==> src/rtl/xadc_drp_responder.sv <==
// XADC DRP responder model: ramping voltage/current samples, periodic eos, fixed-latency DRP.
// Define XADC_DRP_RESPONDER_WRITE_EN to make cfg0/cfg1 writable through the DRP port.
module xadc_drp_responder #(
  parameter int unsigned EOS_PERIOD  = 52,
  parameter int unsigned DRP_LATENCY = 4,
  parameter logic [15:0] RAMP_STEP   = 16'h0010
) (
  input  logic        clk,
  input  logic        rst,
  input  logic        den,
  input  logic        dwe,
  input  logic [6:0]  daddr,
  input  logic [15:0] di,
  output logic        drdy,
  output logic [15:0] do_out,
  output logic        eos,
  output logic        busy,
  output logic        drp_err
);

  localparam int unsigned CntW = $clog2(EOS_PERIOD);
  localparam int unsigned LatW = $clog2(DRP_LATENCY + 1);
  localparam logic [CntW-1:0] PeriodLast = CntW'(EOS_PERIOD - 1);
  localparam logic [LatW-1:0] LatLast    = LatW'(DRP_LATENCY - 1);

  localparam logic [6:0] AddrCurr = 7'h14;
  localparam logic [6:0] AddrVolt = 7'h1C;
  localparam logic [6:0] AddrCfg0 = 7'h40;
  localparam logic [6:0] AddrCfg1 = 7'h41;

  localparam logic [1:0] StIdle = 2'd0;
  localparam logic [1:0] StWait = 2'd1;
  localparam logic [1:0] StAck  = 2'd2;

  logic [CntW-1:0] period_q;
  logic [15:0]     volt_q, curr_q;
  logic [15:0]     cfg0, cfg1;
  logic [15:0]     rd_data, rdata_q;
  logic [1:0]      state_q, state_d;
  logic [LatW-1:0] lat_q, lat_d;
  logic            accept, ack, err_q;

  assign eos = (period_q == PeriodLast);

  // Samples move on the edge that ends the eos cycle.
  always_ff @(posedge clk) begin
    if (rst) begin
      period_q <= '0;
      volt_q   <= '0;
      curr_q   <= '0;
    end else begin
      period_q <= eos ? '0 : period_q + CntW'(1);
      if (eos) begin
        volt_q <= volt_q + RAMP_STEP;
        curr_q <= curr_q - RAMP_STEP;
      end
    end
  end

  always_comb begin
    rd_data = 16'h0000;
    case (daddr)
      AddrCurr: rd_data = curr_q;
      AddrVolt: rd_data = volt_q;
      AddrCfg0: rd_data = cfg0;
      AddrCfg1: rd_data = cfg1;
      default:  rd_data = 16'h0000;
    endcase
  end

  assign accept = den && (state_q == StIdle);
  assign ack    = (state_q == StAck);
  assign busy   = (state_q != StIdle);
  assign drdy   = ack;
  assign drp_err = err_q;

  always_comb begin
    state_d = state_q;
    lat_d   = lat_q;
    case (state_q)
      StIdle: begin
        if (den) begin
          if (DRP_LATENCY == 1) begin
            state_d = StAck;
          end else begin
            state_d = StWait;
            lat_d   = LatW'(1);
          end
        end
      end
      StWait: begin
        if (lat_q == LatLast) state_d = StAck;
        else                  lat_d   = lat_q + LatW'(1);
      end
      StAck:   state_d = StIdle;
      default: state_d = StIdle;
    endcase
  end

  always_ff @(posedge clk) begin
    if (rst) begin
      state_q <= StIdle;
      lat_q   <= '0;
      rdata_q <= '0;
      err_q   <= 1'b0;
    end else begin
      state_q <= state_d;
      lat_q   <= lat_d;
      if (accept) rdata_q <= rd_data;
      if (den && busy) err_q <= 1'b1;
    end
  end

`ifdef XADC_DRP_RESPONDER_WRITE_EN
  logic        wr_q;
  logic [6:0]  addr_q;
  logic [15:0] di_q, cfg0_q, cfg1_q;

  always_ff @(posedge clk) begin
    if (rst) begin
      wr_q   <= 1'b0;
      addr_q <= '0;
      di_q   <= '0;
      cfg0_q <= '0;
      cfg1_q <= '0;
    end else begin
      if (accept) begin
        wr_q   <= dwe;
        addr_q <= daddr;
        di_q   <= di;
      end
      // Sample and unmapped addresses fall through as silent no-ops.
      if (ack && wr_q) begin
        if (addr_q == AddrCfg0) cfg0_q <= di_q;
        if (addr_q == AddrCfg1) cfg1_q <= di_q;
      end
    end
  end

  assign cfg0   = cfg0_q;
  assign cfg1   = cfg1_q;
  assign do_out = (ack && !wr_q) ? rdata_q : 16'h0000;
`else
  logic unused_wr;
  assign unused_wr = ^{dwe, di};
  assign cfg0      = 16'h0000;
  assign cfg1      = 16'h0000;
  assign do_out    = ack ? rdata_q : 16'h0000;
`endif

endmodule

==> config.mk <==
export PLATFORM = sky130hd
export DESIGN_NAME = xadc_drp_responder
export DESIGN_NICKNAME = d
export VERILOG_FILES = /design/src/rtl/xadc_drp_responder.sv
export SDC_FILE = /design/constraint.sdc
export NUM_CORES = 1
export LEC_CHECK = 0
export CELL_PAD_IN_SITES_DETAIL_PLACEMENT = 1
export CELL_PAD_IN_SITES_GLOBAL_PLACEMENT = 2
export CORE_MARGIN = 4
export CORE_UTILIZATION = 30
export DETAILED_ROUTE_END_ITERATION = 10
export HOLD_SLACK_MARGIN = 0.1
export PLACE_DENSITY = 0.88
export SLEW_MARGIN = 20
export SYNTH_ARGS = -nofsm -noshare
export SYNTH_HDL_FRONTEND = slang
export SYNTH_SLANG_ARGS = --single-unit
export TNS_END_PERCENT = 20
==> constraint.sdc <==
create_clock -name clk -period 2.19 [get_ports clk]
set_clock_uncertainty 0.15 [all_clocks]
set_input_delay 0.657 -clock clk [delete_from_list [all_inputs] [get_ports clk]]
set_output_delay 0.657 -clock clk [all_outputs]
set_load 0.03 [all_outputs]
**Word-level counts from Yosys, hierarchy flattened**

Index checks and enable logic that the tools add are counted.

- Multipliers: 0
- Bitwise logic cells: 0
- Add/sub/neg operators: 4
- Multiplexer cells: 8
- Reductions and logical operators: 8
- Div/mod/pow operators: 0
- Shift operators: 0
- Equal/unequal tests: 9
- Magnitude comparators: 0

Operators by type and width:

| kind | count |
|---|---|
| $pmux W16 S2 | 1 |
| $add A16 B5 Y16 const B | 1 |
| $mux W16 | 1 |
| $sub A16 B5 Y16 const B | 1 |
| $eq A7 B5 Y1 const B | 2 |
| $add A6 B1 Y6 const B | 1 |
| $eq A6 B6 Y1 const B | 1 |
| $mux W3 | 2 |
| $ne A2 B2 Y1 const B | 3 |
| $pmux W3 S2 | 1 |
| $mux W2 | 2 |
| $pmux W2 S2 | 1 |
| $reduce_bool A2 Y1 | 2 |
| $add A3 B1 Y3 const B | 1 |
| $eq A3 B2 Y1 const B | 1 |
| $reduce_and A3 Y1 | 1 |
| $eq A2 B1 Y1 const B | 1 |
| $eq A2 B2 Y1 const B | 1 |
| $logic_and A1 B1 Y1 | 2 |
| $logic_not A2 Y1 | 1 |
| $reduce_and A2 Y1 | 1 |
| $reduce_or A2 Y1 | 1 |

- RAM bits: 0
- Bits of input ports: 27
- Word-level logic and storage cells: 36
- Memories kept: 0
- Bits in registers: 60
- Bits in latches: 0
- ROM bits: 0

**Longest topological paths before layout**

Gate-level depths: netlist of the first run.

- Word-level depth: 3
- Depth in mapped cells: 6

**Worst setup path after synthesis of the first run**

OpenSTA, ideal clock, no wires.

- Kind: register -> output
- Start: register state_q[1]
- End: output port do_out[10]
- Path buffers: 1
- Data required time: 1.383 ns
- Cell stages (with the launch flop): 4
- Arrival: 1.351 ns
- Setup slack: 0.032 ns
- Cells stage by stage: dfxtp_1 -> nor2b_1 -> clkbuf_1 -> and2_1

- Cells in the longest elaborated chain, start to end: 2

RTL lines:

| what | RTL line | text |
|---|---|---|
| from (decl) | 39 | `logic [1:0] state_q, state_d;` |
| from (signal assigned) | 102 | `state_q <= StIdle;` |
| from (signal assigned) | 107 | `state_q <= state_d;` |
| $eq A2 B2 Y1 | 72 | `assign ack = (state_q == StAck);` |
| via drdy | 14 | `output logic drdy,` |
| $mux W16 | 148 | `assign do_out = ack ? rdata_q : 16'h0000;` |
| to (decl) | 15 | `output logic [15:0] do_out,` |

The timed path passes the listed nets, and every way through them passes these cells.

**Final worst setup path of the first run**

- Start: register err_q (netlist: drp_err)
- End: output port drp_err

RTL lines:

| what | RTL line | text |
|---|---|---|
| from (decl) | 41 | `logic accept, ack, err_q;` |
| from (signal assigned) | 105 | `err_q <= 1'b0;` |
| from (signal assigned) | 110 | `if (den && busy) err_q <= 1'b1;` |
| to (decl) | 18 | `output logic drp_err` |

No word-level cell between the ends.

==> results list, run 1 <==
- For the worst-skew pair, the clock arrives at the later sink with an insertion delay of 300 ps.
- Detailed-route DRC error count: 0
- Setup violations, final: 0
* Final antenna diode count: 0
- Worst Tran Pin Value: 520 ps
- Clock tree from TritonCTS: done
- Final worst path period share: 97.5%
* Met1 usage: 16.3%
* Total Power Consumption: 1.71 mW
* Layout Cell Area excl Fill: 2920 µm²
* Remaining Overflow, GRT: 0
- Max-cap violation count: 0
* Startpoint class of the critical path: flop
* Top Family by Delay on Critical Path: buffers and inverters
- The clock tree synthesis step divided the H-tree into 2 levels.
- Path category of the worst min-delay check: reg2reg
- Once detailed placement completed, the half-perimeter wirelength came to 3.90 mm.
- In this run, the number of DRC markers left after iteration 0 of detailed routing was 39.
- Summing all placed instances gives a cell area of 2750 µm².
* Aggregate routed wire length: 5.42 mm
- Synthesized area per cell: 8.73 µm²
* Hold violation count in the final report: 0
- Global routing used 3.05% of the available met3 tracks.
* Number of global-route vias before repair: 1841
* Crit-path max cell delay: 680 ps
* Number of enable flip-flop cells after synthesis: 0
- Kind of end point of the critical path: output pin
* Worst-path fanout max: 2
- The worst path needs 2130 ps of the cycle, external delays included.
- STA puts the critical path data required time at 1380 ps.
* Leakage power summed over all cells: 1.12 nW
- During placement, the flow inserted port buffers numbering 25.
- Including well taps, the total number of placed cells is 393.
- The finished layout holds 402 standard cells, fillers aside.
- Maximum number of pins on one net before global-route repair: 49
- Synthesis warning total: 0
- Together, buffers and inverters on the worst path number 1.
- Cells fill 39.4% of the core in the end.
- Clock-pin slew was measured on the worst setup and hold paths at 90 ps.
- Final-layout worst hold slack: 298 ps
- Power per unit of standard cell area: 585 nW/µm²
- Across the VDD grid, the largest voltage drop is 223 µV.
- The clock passes through at most 2 buffers.
- Primary flip-flop cell chosen by synthesis mapping: sky130_fd_sc_hd__dfxtp_1
- Per-cell routed wire length: 13.5 µm
- Fraction of synthesis flops using an asynchronous set or reset pin: 0%
* Slew Viols, Final: 0
- Via-per-instance ratio: 4.76
- In this run the cell area of the synthesized design comes to 2330 µm².
- The die is 96.1 µm wide.
- Placeable core region: 7410 µm²
* Io pins: 47
- Global routing consumed, over all layers together, 12.5% of the routing resources.
* Via count: 1914
* Root Buffer: sky130_fd_sc_hd__clkbuf_8
- Most used routing layer in global routing: met2
- Maximum achievable frequency: 0.469 GHz
- Among all stages on the critical path, the largest delay is contributed by sky130_fd_sc_hd__clkdlybuf4s50_1.
* Most common library cell in the layout ignoring fill and taps: sky130_fd_sc_hd__dfxtp_1
- The setup path with the least slack is of type reg2out.
- Antenna-violating nets left: 0
- The die covers 9240 µm².
- After filler insertion, the fill cell instance count of the layout stands at 877.
- The congestion estimate from routability-driven global placement came to 0.751.
* Arrival time reported for the critical path endpoint: 1330 ps
* Unique masters post-synth: 39
- Synthesis handed over a netlist of 267 instances.
- Share of final-layout standard cells stronger than drive strength 1: 19.8%
- Layout area overhead: 25.2%
- Run status: complete, no violations
- Setup repair after global routing missed its margin: yes
- The first global-routing pass estimated 8.90 mm of wire.
- Initial cell density of the core: 31.4%
- The tree built by TritonCTS fans out to 48 sinks.
- In the final design database the tool counted 334 nets.
- Walking the worst path, the cells encountered are clkdlybuf4s50_1.
- The die is 96.1 µm tall.
- Part of the Yosys area used for sequential elements: 41.2%
- In the layout the commonest cells are 45 x sky130_fd_sc_hd__dfxtp_1, 29 x sky130_fd_sc_hd__nor2_1, 24 x sky130_fd_sc_hd__buf_4.
- The pre-antenna-repair detailed-routing pass consisted of 4 iterations.
- Global routing used 20.1% of the available met2 tracks.
* Number of buffers inserted during clock tree synthesis: 5
* Count of state elements after synthesis: 48
- The number of antenna violations at the first check in global routing is 0.
- Relative max-transition margin: 65.0%
* Site Rows: 31
[synth_stat cells, types with 2 or more instances]
cell type,number,area share [%]
sky130_fd_sc_hd__dfxtp_1,48,41
sky130_fd_sc_hd__nor2_1,29,4.7
sky130_fd_sc_hd__a21oi_1,20,4.3
sky130_fd_sc_hd__nand2_1,20,3.2
sky130_fd_sc_hd__nand3_1,19,4.1
sky130_fd_sc_hd__and2_1,13,3.5
sky130_fd_sc_hd__nor3_1,11,2.4
sky130_fd_sc_hd__mux2_2,10,4.8
sky130_fd_sc_hd__xnor2_1,10,3.8
sky130_fd_sc_hd__xor2_1,10,3.8
sky130_fd_sc_hd__clkbuf_1,9,1.4
sky130_fd_sc_hd__nand4_1,7,1.9
sky130_fd_sc_hd__inv_1,6,0.97
sky130_fd_sc_hd__o21ai_0,6,1.3
sky130_fd_sc_hd__buf_4,5,1.6
sky130_fd_sc_hd__ha_1,5,2.7
sky130_fd_sc_hd__nor4_1,5,1.3
sky130_fd_sc_hd__nor2b_1,4,1.1
sky130_fd_sc_hd__nand4b_1,3,1.1
sky130_fd_sc_hd__nor3b_1,3,0.97
sky130_fd_sc_hd__or3_1,3,0.81
sky130_fd_sc_hd__a211oi_1,2,0.64
sky130_fd_sc_hd__buf_2,2,0.43
sky130_fd_sc_hd__mux2i_1,2,0.86
[state kept, by name, summed over array words and instances, names as in the netlist]
name	flops
curr_q	12
state_q	2
lat_q	3
drp_err	1
volt_q	12
period_q	6
rdata_q	12
[where the power goes]
part / switching [mW] / internal, mW
combinational: 0.0721 / 0.0622
sequential: 0.00970 / 0.883
clock: 0.305 / 0.374
[area by class of cell]
cell class	count	area [µm²]	area share, %
well taps	99	124	4.25
clock inverters	2	38.8	1.33
clock buffers	6	82.6	2.83
inverters	6	22.5	0.772
flip-flops and latches	48	967	33.2
repair buffers	41	383	13.1
multi-input cells	200	1300	44.5
[cell families after synthesis]
logic type | synth area share [%]
AO/OA/AOI/OAI | 7.14
XOR/XNOR | 7.52
adder cells (fa/ha/maj) | 2.69
buffers and inverters | 4.46
flip-flops | 41.2
multiplexers | 5.69
other | 0.161
AND/OR/NAND/NOR | 31.1
[worst paths after layout]
check                                              start                  endpoint  slack (ps)  depth (start not counted)
worst max register to register    volt_q[4]$_SDFFE_PP0P_   volt_q[14]$_SDFFE_PP0P_         290                          5
worst max-delay path                drp_err$_SDFFE_PP0P_                   drp_err          60                          1
worst min register to register  rdata_q[15]$_SDFFE_PP0P_  rdata_q[15]$_SDFFE_PP0P_         300                          2
worst min-delay path            rdata_q[15]$_SDFFE_PP0P_  rdata_q[15]$_SDFFE_PP0P_         300                          2
[per-stage QoR]
step / setup WS [ps] / setup TNS [ps]
2_1_floorplan: 32.1 / 0
3_3_place_gp: -272 / -3140
3_5_place_dp: -288 / -3190
4_1_cts: 17.8 / 0
5_1_grt: -15.2 / -15.2
6_report: 55.6 / 0
[metal layers]
metal | part of all wire [%] | vias up | wire length [µm]
met2 | 47 | 29 | 2570
met1 | 48 | 891 | 2580
met4 | 1.0 | 0 | 54
met3 | 4.0 | 5 | 217
li1 | - | 989 | -
met5 | 0 | - | 0
[worst reg2reg max path, stage by stage (launching register included)]
cell and delay [ps]:
sky130_fd_sc_hd__dfxtp_1 410, sky130_fd_sc_hd__ha_1 260, sky130_fd_sc_hd__nand4b_4 140, sky130_fd_sc_hd__or2_0 240, sky130_fd_sc_hd__or4_1 500, sky130_fd_sc_hd__a21oi_1 140
[repair_timing]
| action | CTS | global route |
|---|---|---|
| gates cloned | 0 | 0 |
| pin swaps | 1 | 0 |
| resized for setup | 9 | 5 |
| buffers inserted | 0 | 1 |
| endpoints found under the setup margin | 2 | 21 |
| hold buffers | 0 | 0 |
Note: power is estimated with default switching activity, not from simulation.
==> run 2: changes to the inputs <==
- CORE_MARGIN: 4 -> default
==> run 2 against run 1 <==
Worst hold slack better by 1.0 ps. Worst setup slack better by 32 ps. Maximum frequency rose by 1.5%. Flip-flop and latch count did not move. Total power fell by 7.0%. Register-to-register slack worse by 70 ps. Cell count fell by 0.25%. Critical path depth increased by 5. Sequential share of layout area rose by 0.48 points. Cell area fell by 1.4%. Non-clock buffer count fell by 1. Die area down 12%.
==> results list, run 2 (synthesis gave the netlist of run 1 again) <==
- The slack of the critical path was 87.6 ps (was 55.6 ps).
* Buffer levels on the longest clock path: 2 (unchanged)
* Insertion delay to the later sink of the worst-skew pair: 310 ps (was 300 ps)
- The number of primary I/O pins came to 47 (unchanged).
- The worst ir drop on vdd came to 232 µV (was 223 µV).
- The worst reg-to-reg path cell count is 5 (unchanged).
- The number of clock sinks seen by CTS was 48 (unchanged).
- Most common library cell in the layout ignoring fill and taps: sky130_fd_sc_hd__dfxtp_1 (unchanged)
* Slew Viols, Final: 0 (unchanged)
- The via count of the first global-routing pass was 1932 (was 1841).
- The detailed-route wire length came to 5.45 mm (was 5.42 mm).
- The number of nets in the layout is 333 (was 334).
- FF-to-FF setup slack: 220 ps (was 290 ps)
* Met3 routed wirelength: 180 µm (was 217 µm)
* Wire length of the first global-routing pass: 9.14 mm (was 8.90 mm)
- Setup repair after global routing missed its margin: yes (unchanged)
- Vertical die dimension: 90.1 µm (was 96.1 µm)
- Number of buffers inserted during clock tree synthesis: 5 (unchanged)
* Worst-path fanout max: 12 (was 2)
- The site row count came to 31 (unchanged).
- Power per unit of standard cell area: 552 nW/µm² (was 585 nW/µm²)
- The count of unresolved DRC violations after routing is 0 (unchanged).
- The number of vias per cell is 4.87 (was 4.76).
* Final core occ: 39.0% (was 39.4%)
* Reg-to-reg critical path startpoint: volt_q[4]$_SDFFE_PP0P_ (unchanged)
* Final antenna diode count: 0 (unchanged)
- The static leakage was 1.11 nW (was 1.12 nW).
- The clock tree from TritonCTS is done (unchanged).
* Post-layout minimum cycle time: 2100 ps (was 2130 ps)
- The arrival time of the worst setup path is 2200 ps (was 1330 ps).
- Remaining Overflow, GRT: 0 (unchanged)
- Hpwl dp: 3.97 mm (was 3.90 mm)
- The category of the most critical setup path is in2reg (was reg2out).
* Worst setup slack after placement: -280 ps (was -288 ps)
* Setup violations, final: 0 (unchanged)
- The final hold violation count is 0 (unchanged).
- The startpoint of the most critical setup path was daddr[5] (was drp_err$_SDFFE_PP0P_).
* Share of final-layout standard cells stronger than drive strength 1: 19.2% (was 19.8%)
* Detail Route met2 WL: 2.63 mm (was 2.57 mm)
* Overall die width: 90.1 µm (was 96.1 µm)
- Relative max-transition margin: 63.7% (was 65.0%)
- Number of antenna violations at the first check in global routing: 0 (unchanged)
- The share of the clock period used by the worst path came to 96.0% (was 97.5%).
* Initial cell density of the core: 31.6% (was 31.4%)
- WP data required: 2280 ps (was 1380 ps)
- Path category of the worst min-delay check: reg2reg (unchanged)
- Number of port buffers: 25 (unchanged)
- Commonest non-fill, non-tap cells in the layout: 45 x sky130_fd_sc_hd__dfxtp_1, 29 x sky130_fd_sc_hd__nor2_1, 23 x sky130_fd_sc_hd__buf_4 (was 45 x sky130_fd_sc_hd__dfxtp_1, 29 x sky130_fd_sc_hd__nor2_1, 24 x sky130_fd_sc_hd__buf_4).
* Final Non-Filler Cells: 401 (was 402)
* Worst hold path depth: 2 (unchanged)
- Layout area overhead: 23.4% (was 25.2%)
- The global-route usage over all layers was 13.9% (was 12.5%).
* Count of H-tree levels built during CTS: 2 (unchanged)
- The total via count after detailed routing is 1954 (was 1914).
- Largest registers: curr_q: 12 flops, rdata_q: 12 flops, volt_q: 12 flops (unchanged).
* Post-placement cell count: 392 (was 393)
- Clock input transition at the sequential cells of the worst setup and hold paths: 90 ps (about the same)
* Run status: complete, no violations (unchanged)
- The final setup TNS is 0 ps (unchanged).
- The die outline area came to 8120 µm² (was 9240 µm²).
- Last weighted congestion value of the routability-driven placer: 0.716 (was 0.751)
- Startpoint class of the critical path: input port (was flop)
- The root cell of the clock tree is sky130_fd_sc_hd__clkbuf_8 (unchanged).
* Maximum achievable frequency: 0.476 GHz (was 0.469 GHz)
* Worst Tran Pin Value: 543 ps (was 520 ps)
* First-pass detailed-route iteration total: 4 (unchanged)
- The routed length on met1 is 2.57 mm (was 2.58 mm).
- The post-route worst hold slack is 299 ps (was 298 ps).
* Hold-fix buffers at CTS: 0 (unchanged)
* Antenna-violating nets left: 0 (unchanged)
* CP Capture Point: rdata_q[15]$_SDFFE_PP0P_ (was drp_err)
- The highest layer used for signal routing is met4 (unchanged).
* Per-cell routed wire length: 13.6 µm (was 13.5 µm)
- Kind of end point of the critical path: flop (was output pin)
- The pin count of the biggest net entering global routing is 49 (unchanged).
* Max-cap violation count: 0 (unchanged)
* Reg2reg end: volt_q[14]$_SDFFE_PP0P_ (unchanged)
- Number of DRC markers in iteration 0: 54 (was 39)
- The area inside the core boundary was 7370 µm² (was 7410 µm²).
-- run 2: cell count changes in the layout (fill, tap and decap cells not counted) --
cell,delta
sky130_fd_sc_hd__buf_12,-1
sky130_fd_sc_hd__buf_4,-1
sky130_fd_sc_hd__buf_6,+1
sky130_fd_sc_hd__bufinv_16,-1
sky130_fd_sc_hd__clkdlybuf4s50_1,-1
sky130_fd_sc_hd__clkinv_4,-1
sky130_fd_sc_hd__clkinvlp_4,+2
sky130_fd_sc_hd__dlymetal6s2s_1,+1
sky130_fd_sc_hd__or4b_1,+1
sky130_fd_sc_hd__or4b_4,-1
-- run 2: how the worst min path moves through the flow --
stage | start | to | slack, ps
6_report | rdata_q[13]$_SDFFE_PP0P_ | rdata_q[13]$_SDFFE_PP0P_ | 300
5_1_grt | rdata_q[14]$_SDFFE_PP0P_ | rdata_q[14]$_SDFFE_PP0P_ | 320
4_1_cts | rdata_q[9]$_SDFFE_PP0P_ | rdata_q[9]$_SDFFE_PP0P_ | 310
3_5_place_dp | rdata_q[9]$_SDFFE_PP0P_ | rdata_q[9]$_SDFFE_PP0P_ | 290
3_3_place_gp | rdata_q[9]$_SDFFE_PP0P_ | rdata_q[9]$_SDFFE_PP0P_ | 280
2_1_floorplan | rdata_q[15]$_SDFFE_PP0P_ | rdata_q[15]$_SDFFE_PP0P_ | 280
-- run 2: report_power, final --
group | total [mW] | switching [mW] | internal [mW]
Clock | 0.566 | 0.310 | 0.256
Sequential | 0.893 | 0.0106 | 0.883
Combinational | 0.127 | 0.0703 | 0.0564
Total | 1.59 | 0.391 | 1.20
-- run 2: layout make-up --
class	count	area [µm²]
inverter	6	22.5
clock inverter	2	15.0
tap	99	124
fill	880	4490
multi-input combinational	200	1290
timing repair buffer	40	369
clock buffer	6	82.6
sequential	48	967
-- run 2: what timing repair did --
action,in CTS,in global routing
buffers inserted,0,1
hold endpoints to repair,0,0
gates resized for setup,8,7
setup endpoints to repair,2,19
pin swaps,1,0
cloned,0,0
-- run 2: layer usage --
metal | up-vias | global-route usage (%)
met5 | - | 0
met4 | 0 | 4.84
met3 | 6 | 3.21
met2 | 27 | 22.6
met1 | 937 | 18.1
li1 | 984 | -
-- run 2: metrics by stage --
| step | area, µm² | power, mW |
|---|---|---|
| 6_report | 2880 | 1.59 |
| 3_5_place_dp | 2730 | 1.04 |
| 3_3_place_gp | 2730 | 1.04 |
| 2_1_floorplan | 2340 | 0.989 |
| 5_1_grt | 2880 | 1.66 |
| 4_1_cts | 2850 | 1.61 |
-- run 2: worst max-delay path, stage by stage --
cell	delay (ps)
sky130_fd_sc_hd__clkdlybuf4s50_1	410
sky130_fd_sc_hd__or4b_1	520
sky130_fd_sc_hd__nor3b_2	190
sky130_fd_sc_hd__buf_6	160
sky130_fd_sc_hd__nand3_1	100
sky130_fd_sc_hd__a21oi_1	150
